File: config.mk
export PLATFORM = sky130hd
export DESIGN_NAME = adaption_update_scheduler
export DESIGN_NICKNAME = d
export VERILOG_FILES = /design/src/rtl/adaption_update_scheduler.sv
export SDC_FILE = /design/constraint.sdc
export NUM_CORES = 1
export LEC_CHECK = 0
export BUFFER_PORTS_ARGS = -buffer_cell sky130_fd_sc_hd__buf_2
export CAP_MARGIN = 15
export CORE_AREA = 2 2 238 240
export CTS_CLUSTER_SIZE = 20
export DETAILED_ROUTE_END_ITERATION = 16
export DIE_AREA = 0 0 240 242
export GPL_TIMING_DRIVEN = 1
export HOLD_SLACK_MARGIN = 0.03
export PLACE_DENSITY = 0.68
export REMOVE_ABC_BUFFERS = 1
export SLEW_MARGIN = 30
export SYNTH_ARGS = -nofsm -noshare
export SYNTH_HDL_FRONTEND = slang
export SYNTH_SLANG_ARGS = --single-unit
export TNS_END_PERCENT = 10
File: constraint.sdc
create_clock -name clk -period 22.2 [get_ports clk]
set_input_delay 4.44 -clock clk [delete_from_list [all_inputs] [get_ports clk]]
set_output_delay 4.44 -clock clk [all_outputs]
set_load 0.01 [all_outputs]
File: src/rtl/adaption_update_scheduler.sv
// Ambient-adaptation scheduler: periodic ALS reads, CCT hysteresis, stage timeouts and a
// double-buffered 3x3 matrix committed on frame boundaries (macro ADAPT_FRAME_SYNC_EN).
module adaption_update_scheduler #(
  parameter int REFRESH_PERIOD = 1000000,
  parameter int STAGE_TIMEOUT  = 65535,
  parameter int CCT_HYST       = 100
) (
  input  logic         clk,
  input  logic         rst,
  input  logic         enable,
  input  logic         force_update,
  input  logic         als_busy,
  output logic         als_read_req,
  input  logic [15:0]  cct_in,
  input  logic         cct_valid,
  input  logic [287:0] matrix_in,
  input  logic         matrix_valid,
  input  logic         frame_start,
  output logic [287:0] matrix_out,
  output logic         matrix_out_valid,
  output logic [2:0]   state_out,
  output logic         timeout_err,
  output logic [7:0]   update_count
);

  localparam logic [2:0] S_IDLE        = 3'd0;
  localparam logic [2:0] S_WAIT_PERIOD = 3'd1;
  localparam logic [2:0] S_REQ         = 3'd2;
  localparam logic [2:0] S_WAIT_CCT    = 3'd3;
  localparam logic [2:0] S_WAIT_MATRIX = 3'd4;
  localparam logic [2:0] S_WAIT_FRAME  = 3'd5;
  localparam logic [2:0] S_COMMIT      = 3'd6;
  localparam logic [2:0] S_ERROR       = 3'd7;

  localparam int PERIOD_W = $clog2(REFRESH_PERIOD + 1);
  localparam int STAGE_W  = $clog2(STAGE_TIMEOUT + 1);

  localparam logic [31:0]  ONE_Q16  = 32'h0001_0000;
  localparam logic [287:0] IDENTITY = {ONE_Q16, 32'h0, 32'h0,
                                       32'h0, ONE_Q16, 32'h0,
                                       32'h0, 32'h0, ONE_Q16};

  logic [2:0]          state_q, state_d;
  logic [PERIOD_W-1:0] period_cnt_q, period_cnt_d;
  logic [STAGE_W-1:0]  stage_cnt_q, stage_cnt_d;
  logic                req_q, req_d;
  logic                force_q, force_d;
  logic                timeout_q, timeout_d;
  logic                have_commit_q, have_commit_d;
  logic [15:0]         last_cct_q, last_cct_d;
  logic [15:0]         pending_cct_q, pending_cct_d;
  logic [7:0]          count_q, count_d;
  logic [287:0]        matrix_q, matrix_d;
  logic [287:0]        shadow_q;

`ifdef ADAPT_FRAME_SYNC_EN
  logic                armed_q, armed_d;
`else
  logic                unused_frame_start;
  assign unused_frame_start = frame_start;
`endif

  logic signed [16:0]  cct_diff;
  logic [16:0]         cct_abs;
  logic                within_hyst;

  assign cct_diff    = $signed({1'b0, cct_in}) - $signed({1'b0, last_cct_q});
  assign cct_abs     = cct_diff[16] ? $unsigned(-cct_diff) : $unsigned(cct_diff);
  assign within_hyst = cct_abs < 17'(CCT_HYST);

  always_comb begin
    // NOTE: every signal gets a default here so no path leaves one unassigned (no latches).
    state_d       = state_q;
    period_cnt_d  = '0;
    stage_cnt_d   = stage_cnt_q;
    req_d         = 1'b0;
    force_d       = force_q;
    timeout_d     = timeout_q;
    have_commit_d = have_commit_q;
    last_cct_d    = last_cct_q;
    pending_cct_d = pending_cct_q;
    count_d       = count_q;
    matrix_d      = matrix_q;
`ifdef ADAPT_FRAME_SYNC_EN
    armed_d       = armed_q;
`endif

    case (state_q)
      S_IDLE: begin
        if (enable) begin
          if (force_update) begin
            state_d = S_REQ;
            force_d = 1'b1;
          end else begin
            state_d = S_WAIT_PERIOD;
          end
        end
      end
      S_WAIT_PERIOD: begin
        if (!enable) begin
          state_d = S_IDLE;
        end else if (force_update) begin
          state_d = S_REQ;
          force_d = 1'b1;
        end else if (period_cnt_q == PERIOD_W'(REFRESH_PERIOD - 1)) begin
          state_d = S_REQ;
        end else begin
          period_cnt_d = period_cnt_q + 1'b1;
        end
      end
      S_REQ: begin
        if (!als_busy) begin
          req_d       = 1'b1;
          stage_cnt_d = '0;
          state_d     = S_WAIT_CCT;
        end
      end
      S_WAIT_CCT: begin
        if (cct_valid) begin
          if (have_commit_q && !force_q && within_hyst) begin
            state_d = S_WAIT_PERIOD;
          end else begin
            pending_cct_d = cct_in;
            stage_cnt_d   = '0;
            state_d       = S_WAIT_MATRIX;
          end
        end else if (stage_cnt_q == STAGE_W'(STAGE_TIMEOUT - 1)) begin
          state_d   = S_ERROR;
          timeout_d = 1'b1;
        end else begin
          stage_cnt_d = stage_cnt_q + 1'b1;
        end
      end
      S_WAIT_MATRIX: begin
        if (matrix_valid) begin
`ifdef ADAPT_FRAME_SYNC_EN
          state_d = S_WAIT_FRAME;
          armed_d = 1'b0;
`else
          state_d = S_COMMIT;
`endif
        end else if (stage_cnt_q == STAGE_W'(STAGE_TIMEOUT - 1)) begin
          state_d   = S_ERROR;
          timeout_d = 1'b1;
        end else begin
          stage_cnt_d = stage_cnt_q + 1'b1;
        end
      end
`ifdef ADAPT_FRAME_SYNC_EN
      S_WAIT_FRAME: begin
        // A frame_start on the entry cycle is ignored so the commit never lands mid-frame.
        armed_d = 1'b1;
        if (frame_start && armed_q) state_d = S_COMMIT;
      end
`endif
      S_COMMIT: begin
        matrix_d      = shadow_q;
        last_cct_d    = pending_cct_q;
        have_commit_d = 1'b1;
        count_d       = count_q + 1'b1;
        timeout_d     = 1'b0;
        force_d       = 1'b0;
        state_d       = enable ? S_WAIT_PERIOD : S_IDLE;
      end
      S_ERROR: begin
        force_d = 1'b0;
        state_d = enable ? S_WAIT_PERIOD : S_IDLE;
      end
      default: state_d = S_IDLE;
    endcase
  end

  // NOTE: sequential state uses non-blocking assignments so every flop samples pre-edge values.
  always_ff @(posedge clk or posedge rst) begin
    if (rst) begin
      state_q       <= S_IDLE;
      period_cnt_q  <= '0;
      stage_cnt_q   <= '0;
      req_q         <= 1'b0;
      force_q       <= 1'b0;
      timeout_q     <= 1'b0;
      have_commit_q <= 1'b0;
      last_cct_q    <= '0;
      pending_cct_q <= '0;
      count_q       <= '0;
      matrix_q      <= IDENTITY;
`ifdef ADAPT_FRAME_SYNC_EN
      armed_q       <= 1'b0;
`endif
    end else begin
      state_q       <= state_d;
      period_cnt_q  <= period_cnt_d;
      stage_cnt_q   <= stage_cnt_d;
      req_q         <= req_d;
      force_q       <= force_d;
      timeout_q     <= timeout_d;
      have_commit_q <= have_commit_d;
      last_cct_q    <= last_cct_d;
      pending_cct_q <= pending_cct_d;
      count_q       <= count_d;
      matrix_q      <= matrix_d;
`ifdef ADAPT_FRAME_SYNC_EN
      armed_q       <= armed_d;
`endif
    end
  end

  // NOTE: the shadow matrix has no reset; COMMIT is only reachable after it has been loaded.
  always_ff @(posedge clk) begin
    if (state_q == S_WAIT_MATRIX && matrix_valid) shadow_q <= matrix_in;
  end

  assign als_read_req     = req_q;
  assign matrix_out       = matrix_q;
  // matrix_out always holds a usable matrix (identity from reset), so valid is a constant level.
  assign matrix_out_valid = 1'b1;
  assign state_out        = state_q;
  assign timeout_err      = timeout_q;
  assign update_count     = count_q;

endmodule

==> flow_metrics.py, run 1 <==
metrics = {
    "status": {
        "outcome": "finished clean",
    },
    "worst_setup_path": {
        "path_cells": "buf_2 > inv_1 > ha_1 > fa_1 > nand2b_1 > a211o_1 > a31oi_1 > o211ai_1 > nor4_1 > o211ai_1 > a22oi_2 > a21o_1 > mux2_2",
        "arrival_ns": 8.55,
        "path_class": "input pin to flip-flop",
        "worstReg2RegStart": "last_cct_q[0]",
        "r2r_end": "pending_cct_q[9]",
        "crit_start": "cct_in[0]",
        "cp.required_ns": 22.67,
        "max_stage_delay_ns": 0.78,
        "critical_path.endpoint_type": "flip-flop",
        "reg2reg_slack_ns": 17.72,
        "path_max_fanout": 17,
        "cpMaxStageDelayCell": "a21o_1",
        "cpMostUsedCell": "o211ai_1",
        "rr_worst_depth": 11,
        "worst_setup_path_start_kind": "input pin",
    },
    "clock_tree": {
        "root_buffer": "clkbuf_16",
        "h-tree-depth": 3,
        "insertion_delay_ns": 0.61,
        "cts_tree": "built",
        "clkTransAtPathRegs_ns": 0.06,
        "clkSinkCount": 659,
        "clockBufferDepth": 3,
        "cts_hold_buf": 0,
        "post_cts_buffers": 0,
        "cts_resized": 0,
        "cts-buffers-inserted": 71,
    },
    "detailed_routing": {
        "met2WireLength_um": 32200,
        "num_vias": 17300,
        "ant_nets": 0,
        "viasPerCell": 4.94,
        "wl_per_cell_um": 18.3,
        "drtIter0Drc": 1048,
        "m1WireLength_um": 24700,
        "first_pass_iters": 5,
        "wl_met3_um": 4870,
        "post-route-drc-count": 0,
        "wl_um": 64200,
        "top_layer": "met5",
    },
    "power": {
        "max-vdd-ir-drop_uv": 76.2,
        "p_leak_nw": 15.1,
        "p_per_area_nw_per_um2": 119,
    },
    "yosys": {
        "synth_area_sq_um": 24500,
        "ys_types": 76,
        "yosys_warnings": 0,
        "syn_avg_cell_area_sq_um": 11.9,
        "synthFlopType": "dfrtp_1",
        "synth-edff-count": 288,
        "synth_seq_area_share_pct": 73.2,
        "synth_cells": 2063,
        "synth_seq_cells": 659,
        "synthArstFlopShare_pct": 56.3,
    },
    "die": {
        "io_pins": 614,
        "dieArea_sq_um": 58100,
        "die_h_um": 242,
        "die_width_um": 240,
        "fp-row-count": 87,
        "core_sq_um": 55700,
        "initial_core_util_pct": 44.0,
    },
    "placed_design": {
        "port_buffers": 611,
        "routabilityCongestion": 0.861,
        "hpwl_um": 44100,
        "dp.cells": 3363,
    },
    "finish": {
        "layout_commonest_cell": "nand2_1",
        "nets": 3016,
        "final_layout_size_suffix_gt1_share_pct": 28.2,
        "final_util_pct": 55.2,
        "area_growth_pct": 25.5,
        "final_cells": 3505,
        "final_cell_mix": "nand2_1 (916), buf_2 (611), dfrtp_1 (368)",
        "fillerInstances": 4755,
    },
    "sta": {
        "max_slew_margin_pct": 37.1,
        "maxSlewViolCount": 0,
        "setup_violations": 0,
        "skew_ns": 0.0277,
        "tightest_slew_ns": 0.943,
        "period_share_pct": 36.4,
        "rsz0062_at_grt": "false",
        "fin_crit_ns": 8.07,
        "hold_ws_ns": 0.416,
        "fmax_mhz": 124,
        "finalSetupTns_ns": 0,
        "hold_violations": 0,
    },
    "min_path": {
        "min_to": "matrix_out[47]",
        "hold_class": "flip-flop to flip-flop",
        "min_path_cells": 2,
        "hold_path_startpoint": "shadow_q[47]",
    },
    "global_route": {
        "grtUsageTotal_pct": 22.1,
        "grt_pass1_wl_um": 99500,
        "grt-ovfl-total": 0,
        "antenna_found_initial": 27,
        "grt_pass1_vias": 17700,
        "grt_start_max_net_pins": 194,
    },
    "flow_run": {
        "drv_cap": 0,
    },
}
power by group:
part	total, mW	switching (mW)	internal (mW)	leakage [nW]
Sequential	1.67	0.138	1.53	7.59
Clock	1.18	0.485	0.692	1.14
Combinational	0.808	0.492	0.316	6.36
synthesized netlist by cell type (all sizes together), types with 10 or more instances:
cell type | instances | area (sq um)
a41oi | 10 | 87.6
nor2 | 45 | 169
edfxtp | 288 | 8650
o21ai | 42 | 210
clkbuf | 71 | 270
nor3 | 14 | 70.1
inv | 32 | 120
xor2 | 13 | 114
nand4 | 10 | 62.6
buf | 15 | 113
nand3 | 20 | 100
nand2 | 916 | 3440
and3 | 10 | 63.8
a21oi | 33 | 169
xnor2 | 11 | 96.3
ha | 23 | 288
dfrtp | 368 | 9210
mux2 | 17 | 225
per-stage QoR:
step / power (mW) / setup WS [ns] / cell area, sq um
2_1_floorplan: 2.10 / 4.24 / 24100
3_3_place_gp: 2.47 / 13.52 / 28300
3_5_place_dp: 2.50 / 13.49 / 28400
4_1_cts: 3.69 / 14.15 / 30700
5_1_grt: 3.84 / 13.89 / 30700
6_report: 3.66 / 14.13 / 30800
kinds of logic after synthesis:
logic type                 Yosys count  share of synthesized area [%]
and+or+nand+nor                   1067                           17.5
DFF                                659                           73.2
AOI/OAI and AO/OA                  152                           4.21
buffers and inverters              119                           2.07
adders and majority gates           24                           1.26
xor gates and xnor gates            24                          0.858
muxes                               17                          0.919
other                                1                         0.0153
worst max path at each step:
stage | to | slack [ns] | cells past startpoint
4_1_cts | pending_cct_q[9] | 14.15 | 13
6_report | pending_cct_q[9] | 14.13 | 13
3_5_place_dp | pending_cct_q[9] | 13.49 | 13
5_1_grt | pending_cct_q[9] | 13.89 | 13
3_3_place_gp | pending_cct_q[9] | 13.52 | 13
2_1_floorplan | update_count[4] | 4.24 | 4
layout make-up:
type | instances | area (sq um) | share of cell area, %
diodes | 13 | 32.5 | 0.106
well taps | 756 | 946 | 3.08
clock inverters | 26 | 330 | 1.07
flip-flops and latches | 659 | 17900 | 58.3
inverters | 33 | 136 | 0.443
clock buffers | 103 | 2010 | 6.53
multi-input cells | 1285 | 6090 | 19.8
repair buffers | 630 | 3280 | 10.7
state kept, by name, indices dropped and copies added, names as in the netlist:
| signal | count |
|---|---|
| matrix_out | 288 |
| shadow_q | 288 |
| period_cnt_q | 20 |
| last_cct_q | 16 |
| pending_cct_q | 16 |
| stage_cnt_q | 16 |
| update_count | 8 |
| state_out | 3 |
| als_read_req | 1 |
| force_q | 1 |
| have_commit_q | 1 |
| timeout_err | 1 |
routing by layer:
layer  vias up  global-route usage, %
met5         -                      0
met4        24                   9.34
met3       154                   6.83
met2       549                   37.2
met1      8448                   26.1
li1       8125                      -
worst max-delay path, delay by kind of cell:
family,cells,cell delay [ns]
compound gates,6,2.16
fa+ha+maj,2,0.65
simple gates,2,0.71
buf+inv,2,0.13
mux,1,0.42
Note: power is estimated with default switching activity, not from simulation.
==> run 2: changes to the inputs <==
Settings changed: CORE_AREA 2 2 238 240 to 2 2 236 238, DIE_AREA 0 0 240 242 to 0 0 238 240, PLACE_DENSITY 0.68 to 0.72.
Clock period 22.2 ns to 7.4 ns, I/O delays scaled along.
==> run 2 against run 1 <==
  * Clock power increased to 3.0 times the previous value
  * Combinational power rose to 3.0 times the previous value
  * First-iteration DRC count is 2.2% lower
  * Routed wire length decreased by 1.1%
  * Via count grew 0.36%
  * Die area decreased by 1.7%
  * Largest cell class unchanged
  * Setup slack lost 12 ns
  * Clock skew shrank 0.0015 ns
  * Critical path type unchanged
  * Global-route usage shrank 0.40 points
  * Hold slack better by 0.015 ns
  * Total power rose to 3.0 times the previous value
  * Non-clock buffer count down 3
==> flow_metrics.py, run 2 (synthesized netlist as in run 1, its figures left out) <==
metrics = {
    "status": {
        "outcome": "finished clean",
    },
    "worst_setup_path": {
        "path_cells": "buf_2 > inv_1 > ha_1 > fa_1 > nand2b_1 > a211o_1 > a31oi_1 > o211ai_1 > nor4_1 > o211ai_1 > a22oi_2 > a21o_1 > mux2_2",
        "max_stage_delay_ns": 0.78,
        "critPathTopFamily": "compound AO/OA/AOI/OAI gates",
        "cp.required_ns": 7.87,
        "cpMaxStageDelayCell": "a21o_1",
        "reg2reg_slack_ns": 2.86,
        "critical_path.endpoint_type": "flip-flop",
        "path_class": "input pin to flip-flop",
        "worstReg2RegStart": "last_cct_q[0]",
        "r2r_end": "pending_cct_q[9]",
        "cpMostUsedCell": "o211ai_1",
        "arrival_ns": 5.62,
        "rr_worst_depth": 11,
        "critPathBufInv": 2,
        "path_depth": 13,
        "worst_setup_path_start_kind": "input pin",
        "path_max_fanout": 17,
    },
    "global_route": {
        "antenna_found_initial": 19,
        "grt_pass1_wl_um": 96400,
        "grt_pass1_vias": 17500,
        "grt-ovfl-total": 0,
        "grt_start_max_net_pins": 190,
        "grtUsageTotal_pct": 21.7,
    },
    "detailed_routing": {
        "viasPerCell": 5.04,
        "m1WireLength_um": 24200,
        "post-route-drc-count": 0,
        "top_layer": "met5",
        "wl_per_cell_um": 18.4,
        "wl_met3_um": 4670,
        "wl_um": 63400,
        "ant_nets": 0,
        "num_vias": 17400,
        "met2WireLength_um": 32200,
        "drtIter0Drc": 1025,
        "first_pass_iters": 5,
    },
    "clock_tree": {
        "clkTransAtPathRegs_ns": 0.06,
        "root_buffer": "clkbuf_16",
        "cts_tree": "built",
        "post_cts_buffers": 0,
        "cts_resized": 0,
        "clockBufferDepth": 3,
        "cts_hold_buf": 0,
        "insertion_delay_ns": 0.61,
        "cts-buffers-inserted": 68,
        "h-tree-depth": 3,
        "clkSinkCount": 659,
    },
    "sta": {
        "tightest_slew_ns": 1.03,
        "skew_ns": 0.0262,
        "rsz0062_at_grt": "false",
        "finalSetupTns_ns": 0,
        "fmax_mhz": 194,
        "period_share_pct": 69.6,
        "setup_slack_ns": 2.25,
        "max_slew_margin_pct": 31.3,
        "maxSlewViolCount": 0,
        "hold_violations": 0,
        "setup_violations": 0,
        "fin_crit_ns": 5.15,
    },
    "flow_run": {
        "drv_cap": 0,
    },
    "die": {
        "dieArea_sq_um": 57100,
        "io_pins": 614,
        "initial_core_util_pct": 44.8,
        "fp-row-count": 86,
        "core_sq_um": 54700,
        "die_h_um": 240,
        "die_width_um": 238,
    },
    "finish": {
        "final_layout_size_suffix_gt1_share_pct": 28.4,
        "fillerInstances": 4563,
        "nets": 3010,
        "final_util_pct": 56.1,
        "final_area_sq_um": 30600,
        "final_cell_mix": "nand2_1 (916), buf_2 (611), dfrtp_1 (368)",
        "area_growth_pct": 25.1,
        "layout_commonest_cell": "nand2_1",
    },
    "placed_design": {
        "routabilityCongestion": 0.831,
        "pre_cts_slack_ns": 1.68,
        "hpwl_um": 42400,
        "port_buffers": 611,
        "place_area_sq_um": 28200,
    },
    "min_path": {
        "min_to": "matrix_out[54]",
        "hold_class": "flip-flop to flip-flop",
        "hold_path_startpoint": "shadow_q[54]",
        "min_path_cells": 2,
    },
    "power": {
        "p_total_mw": 10.9,
        "intPower_mw": 7.58,
        "swShare_pct": 30.6,
        "p_per_area_nw_per_um2": 357,
        "p_leak_nw": 15.1,
        "comb_power_share_pct": 22.1,
        "p_switching_mw": 3.35,
        "p_clk_share_pct": 31.9,
        "seqPwrFrac_pct": 45.9,
        "max-vdd-ir-drop_uv": 253,
    },
}
[run 2: changes by cell type in the layout (fill, tap and decap cells not counted), moves of 2 or more]
cell	change
buf_6	-2
clkbuf_8	+2
clkinv_1	-3
buf_4	-2
clkbuf_1	-6
clkinv_8	-2
inv_16	+3
clkinv_2	+5
buf_12	+2
[run 2: layout make-up]
type,instances,area (sq um),area share [%]
Sequential cell,659,17900,58.5
Multi-Input combinational cell,1285,6090,19.9
Timing Repair Buffer,627,3260,10.6
Clock buffer,98,1990,6.48
Tap cell,704,881,2.87
Clock inverter,28,328,1.07
Inverter,33,131,0.429
Antenna cell,14,35.0,0.114
[run 2: worst max path at each step]
stage / from / endpoint
after floorplan: state_out[1] / update_count[4]
after global placement: cct_in[0] / pending_cct_q[10]
after detailed placement: cct_in[0] / pending_cct_q[9]
after CTS: cct_in[0] / pending_cct_q[9]
after global routing: cct_in[0] / pending_cct_q[9]
final: cct_in[0] / pending_cct_q[9]
[run 2: per-layer routing]
layer	vias up	GRT usage [%]
li1	8104	-
met1	8485	26.0
met2	617	36.8
met3	136	6.20
met4	20	9.20
met5	-	0
[run 2: power groups by stage]
stage          Combinational, mW  Sequential [mW]  Clock (mW)
6_report                    2.42             5.02        3.49
5_1_grt                     2.66             5.12        3.69
4_1_cts                     2.44             5.02        3.56
3_5_place_dp                2.43             5.06           0
3_3_place_gp                2.36             5.03           0
2_1_floorplan              0.928             5.37           0
[run 2: through the flow]
step	std cells	hold slack, ns
floorplan	1977	0.415
global placement	3306	0.416
detailed placement	3306	0.421
CTS	3432	0.432
global route	3441	0.449
finish	3448	0.431
[run 2: worst min-delay path, stage by stage, from the launching register on]
cell      delay, ns
edfxtp_1       0.32
nand2_1        0.04
nand2_1        0.04
==> run 3: changes to the inputs <==
Settings changed: ABC_AREA from default to 1, CORE_AREA 2 2 236 238 to 2 2 240 242, DIE_AREA 0 0 238 240 to 0 0 242 244, PLACE_DENSITY 0.72 to 0.71.
Clock period 7.4 ns to 4.5 ns, I/O delays scaled along.
==> run 3 against run 2 <==
  * Area after synthesis increased by 2.9%
  * Clock skew about the same
  * Final cell count increased by 11%
  * Total power increased by 84%
  * Die area increased by 3.4%
  * Final area increased by 3.3%
  * Clock-buffer cell count decreased by 15
  * Non-clock buffer count increased by 10
  * Sequential share of layout area decreased by 1.9 points
  * Largest cell class unchanged
  * Largest power group unchanged
==> flow_metrics.py, run 3 <==
metrics = {
    "detailed_routing": {
        "post-route-drc-count": 0,
        "ant_nets": 0,
        "wl_um": 67700,
        "first_pass_iters": 5,
        "num_vias": 18600,
        "viasPerCell": 4.86,
        "drtIter0Drc": 1361,
        "wl_per_cell_um": 17.7,
    },
    "sta": {
        "period_share_pct": 76.5,
        "fmax_mhz": 291,
        "fin_crit_ns": 3.44,
        "max_slew_margin_pct": 44.3,
        "skew_ns": 0.0263,
        "rsz0062_at_grt": "false",
        "setup_violations": 0,
        "tightest_slew_ns": 0.834,
        "maxSlewViolCount": 0,
        "finalSetupTns_ns": 0,
        "hold_violations": 0,
    },
    "clock_tree": {
        "cts_resized": 0,
        "cts-buffers-inserted": 71,
        "post_cts_buffers": 0,
        "clkSinkCount": 659,
        "clockBufferDepth": 3,
        "cts_tree": "built",
        "clkTransAtPathRegs_ns": 0.06,
        "insertion_delay_ns": 0.62,
        "root_buffer": "clkbuf_16",
        "cts_hold_buf": 0,
        "h-tree-depth": 3,
    },
    "finish": {
        "final_layout_size_suffix_gt1_share_pct": 26.0,
        "final_cell_mix": "nand2_1 (1152), buf_2 (611), dfrtp_1 (368)",
        "final_area_sq_um": 31700,
        "area_growth_pct": 25.6,
        "layout_commonest_cell": "nand2_1",
        "nets": 3334,
    },
    "yosys": {
        "synthFlopType": "dfrtp_1",
        "ys_types": 44,
        "synth_cells": 2369,
        "synth_compound_area_share_pct": 1.53,
        "synth_seq_area_share_pct": 71.2,
        "yosysTopAreaCell": "dfrtp_1",
        "synth-simple-area-share_pct": 22.3,
        "ys_top_cells_by_area": "dfrtp_1 (37%), edfxtp_1 (34%), nand2_1 (17%)",
        "synth_xor_area_share_pct": 0.834,
        "yosysTopAreaCellShare_pct": 36.5,
        "synthArstFlopShare_pct": 56.3,
        "yosysMostFrequentCell": "nand2_1",
        "synth_top_family_by_area": "simple AND/OR/NAND/NOR gates",
        "yosys-top-cells-count": "nand2_1 (1152), dfrtp_1 (368), edfxtp_1 (288), inv_1 (106), nand3_1 (94)",
        "synth.mux.area_fraction_pct": 0,
        "synth-edff-count": 288,
        "yosys_warnings": 0,
        "synthAdderAreaFrac_pct": 1.22,
        "synth_seq_cells": 659,
        "syn_avg_cell_area_sq_um": 10.6,
        "synth_area_sq_um": 25200,
    },
    "die": {
        "initial_core_util_pct": 44.9,
        "fp-row-count": 87,
        "io_pins": 614,
        "die_width_um": 242,
        "dieArea_sq_um": 59000,
        "core_sq_um": 56200,
        "die_h_um": 244,
    },
    "worst_setup_path": {
        "path_class": "input pin to flip-flop",
        "critPathBufInv": 4,
        "arrival_ns": 3.97,
        "worst_setup_path_start_kind": "input pin",
        "cpMaxStageDelayCell": "fa_1",
        "max_stage_delay_ns": 0.39,
        "cpMostUsedCell": "nand2_1",
        "path_cells": "buf_2 > inv_1 > ha_1 > fa_1 > inv_1 > nand3_1 > nand2_2 > nand3_1 > nand3_1 > nand2_1 > nand2_1 > nor2_1 > nand3_1 > nand2_2 > nand2_1 > nand2_1 > inv_1 > nand2_2 > nor2_4 > nand4_4 > nand2_4 > nand2_1 > nand2_1",
        "cp.required_ns": 5.03,
        "critical_path.endpoint_type": "flip-flop",
        "path_max_fanout": 18,
        "critPathTopFamily": "simple AND/OR/NAND/NOR gates",
    },
    "min_path": {
        "hold_class": "flip-flop to flip-flop",
    },
    "global_route": {
        "grt_pass1_wl_um": 105000,
        "grtUsageTotal_pct": 22.7,
        "grt_start_max_net_pins": 165,
        "antenna_found_initial": 24,
        "grt_pass1_vias": 18900,
        "grt-ovfl-total": 0,
    },
    "power": {
        "p_per_area_nw_per_um2": 635,
        "max-vdd-ir-drop_uv": 402,
        "p_leak_nw": 15.9,
    },
    "placed_design": {
        "port_buffers": 611,
        "routabilityCongestion": 0.910,
        "hpwl_um": 47800,
        "place_area_sq_um": 29200,
    },
    "flow_run": {
        "drv_cap": 0,
    },
    "status": {
        "outcome": "finished clean",
    },
}
[run 3: where the power goes]
group          switching (mW)  internal, mW
registers               0.837          7.83
logic                    3.53          1.98
clock network            2.48          3.44
total                    6.84          13.3
[run 3: cell type report]
cell class / count / area (sq um)
fill: 4776 / 24500
sequential: 659 / 17900
multi-input combinational: 1519 / 6530
timing repair buffer: 637 / 3370
clock buffer: 83 / 1870
tap: 756 / 946
clock inverter: 49 / 533
inverter: 110 / 428
antenna: 15 / 37.5
[run 3: layer usage]
metal  track usage (%)  part of all wire [%]
met1              26.8                    38
met2              38.2                    50
met3              6.73                   7.5
met4              10.5                   4.2
met5                 0                  0.17
[run 3: kinds of logic after synthesis]
| family | after synthesis |
|---|---|
| xor+xnor | 24 |
| fa+ha+maj | 24 |
| other cells | 1 |
| flops | 659 |
| buf+inv | 191 |
| simple gates | 1402 |
| compound gates | 68 |
[run 3: stage by stage]
stage / hold slack (ns) / cells / setup WS (ns) / total power [mW] / utilization, %
floorplan: 0.421 / 2288 / -16.25 / 11.7 / -
global placement: 0.428 / 3681 / 0.543 / 14.1 / 52.0
detailed placement: 0.431 / 3681 / 0.465 / 14.3 / 52.0
CTS: 0.417 / 3813 / 1.09 / 20.3 / 56.3
global route: 0.426 / 3822 / 0.710 / 21.2 / 56.3
finish: 0.436 / 3828 / 1.06 / 20.1 / 56.3
[run 3: worst min-delay path: cells and delay by family (launching register included)]
kind	cells	cell delay [ns]
simple gates	2	0.10
flops	1	0.31
[run 3: final timing paths]
check / startpoint / end / slack [ns] / cells past startpoint
setup / recovery: cct_in[0] / stage_cnt_q[13] / 1.06 / 23
hold / removal: shadow_q[33] / matrix_out[33] / 0.44 / 2
setup reg to reg: last_cct_q[0] / stage_cnt_q[13] / 1.09 / 21
hold reg to reg: shadow_q[33] / matrix_out[33] / 0.44 / 2
max in group asynchronous: rst / matrix_out[157] / 3.04 / 3
min in group asynchronous: rst / matrix_out[17] / 0.46 / 2
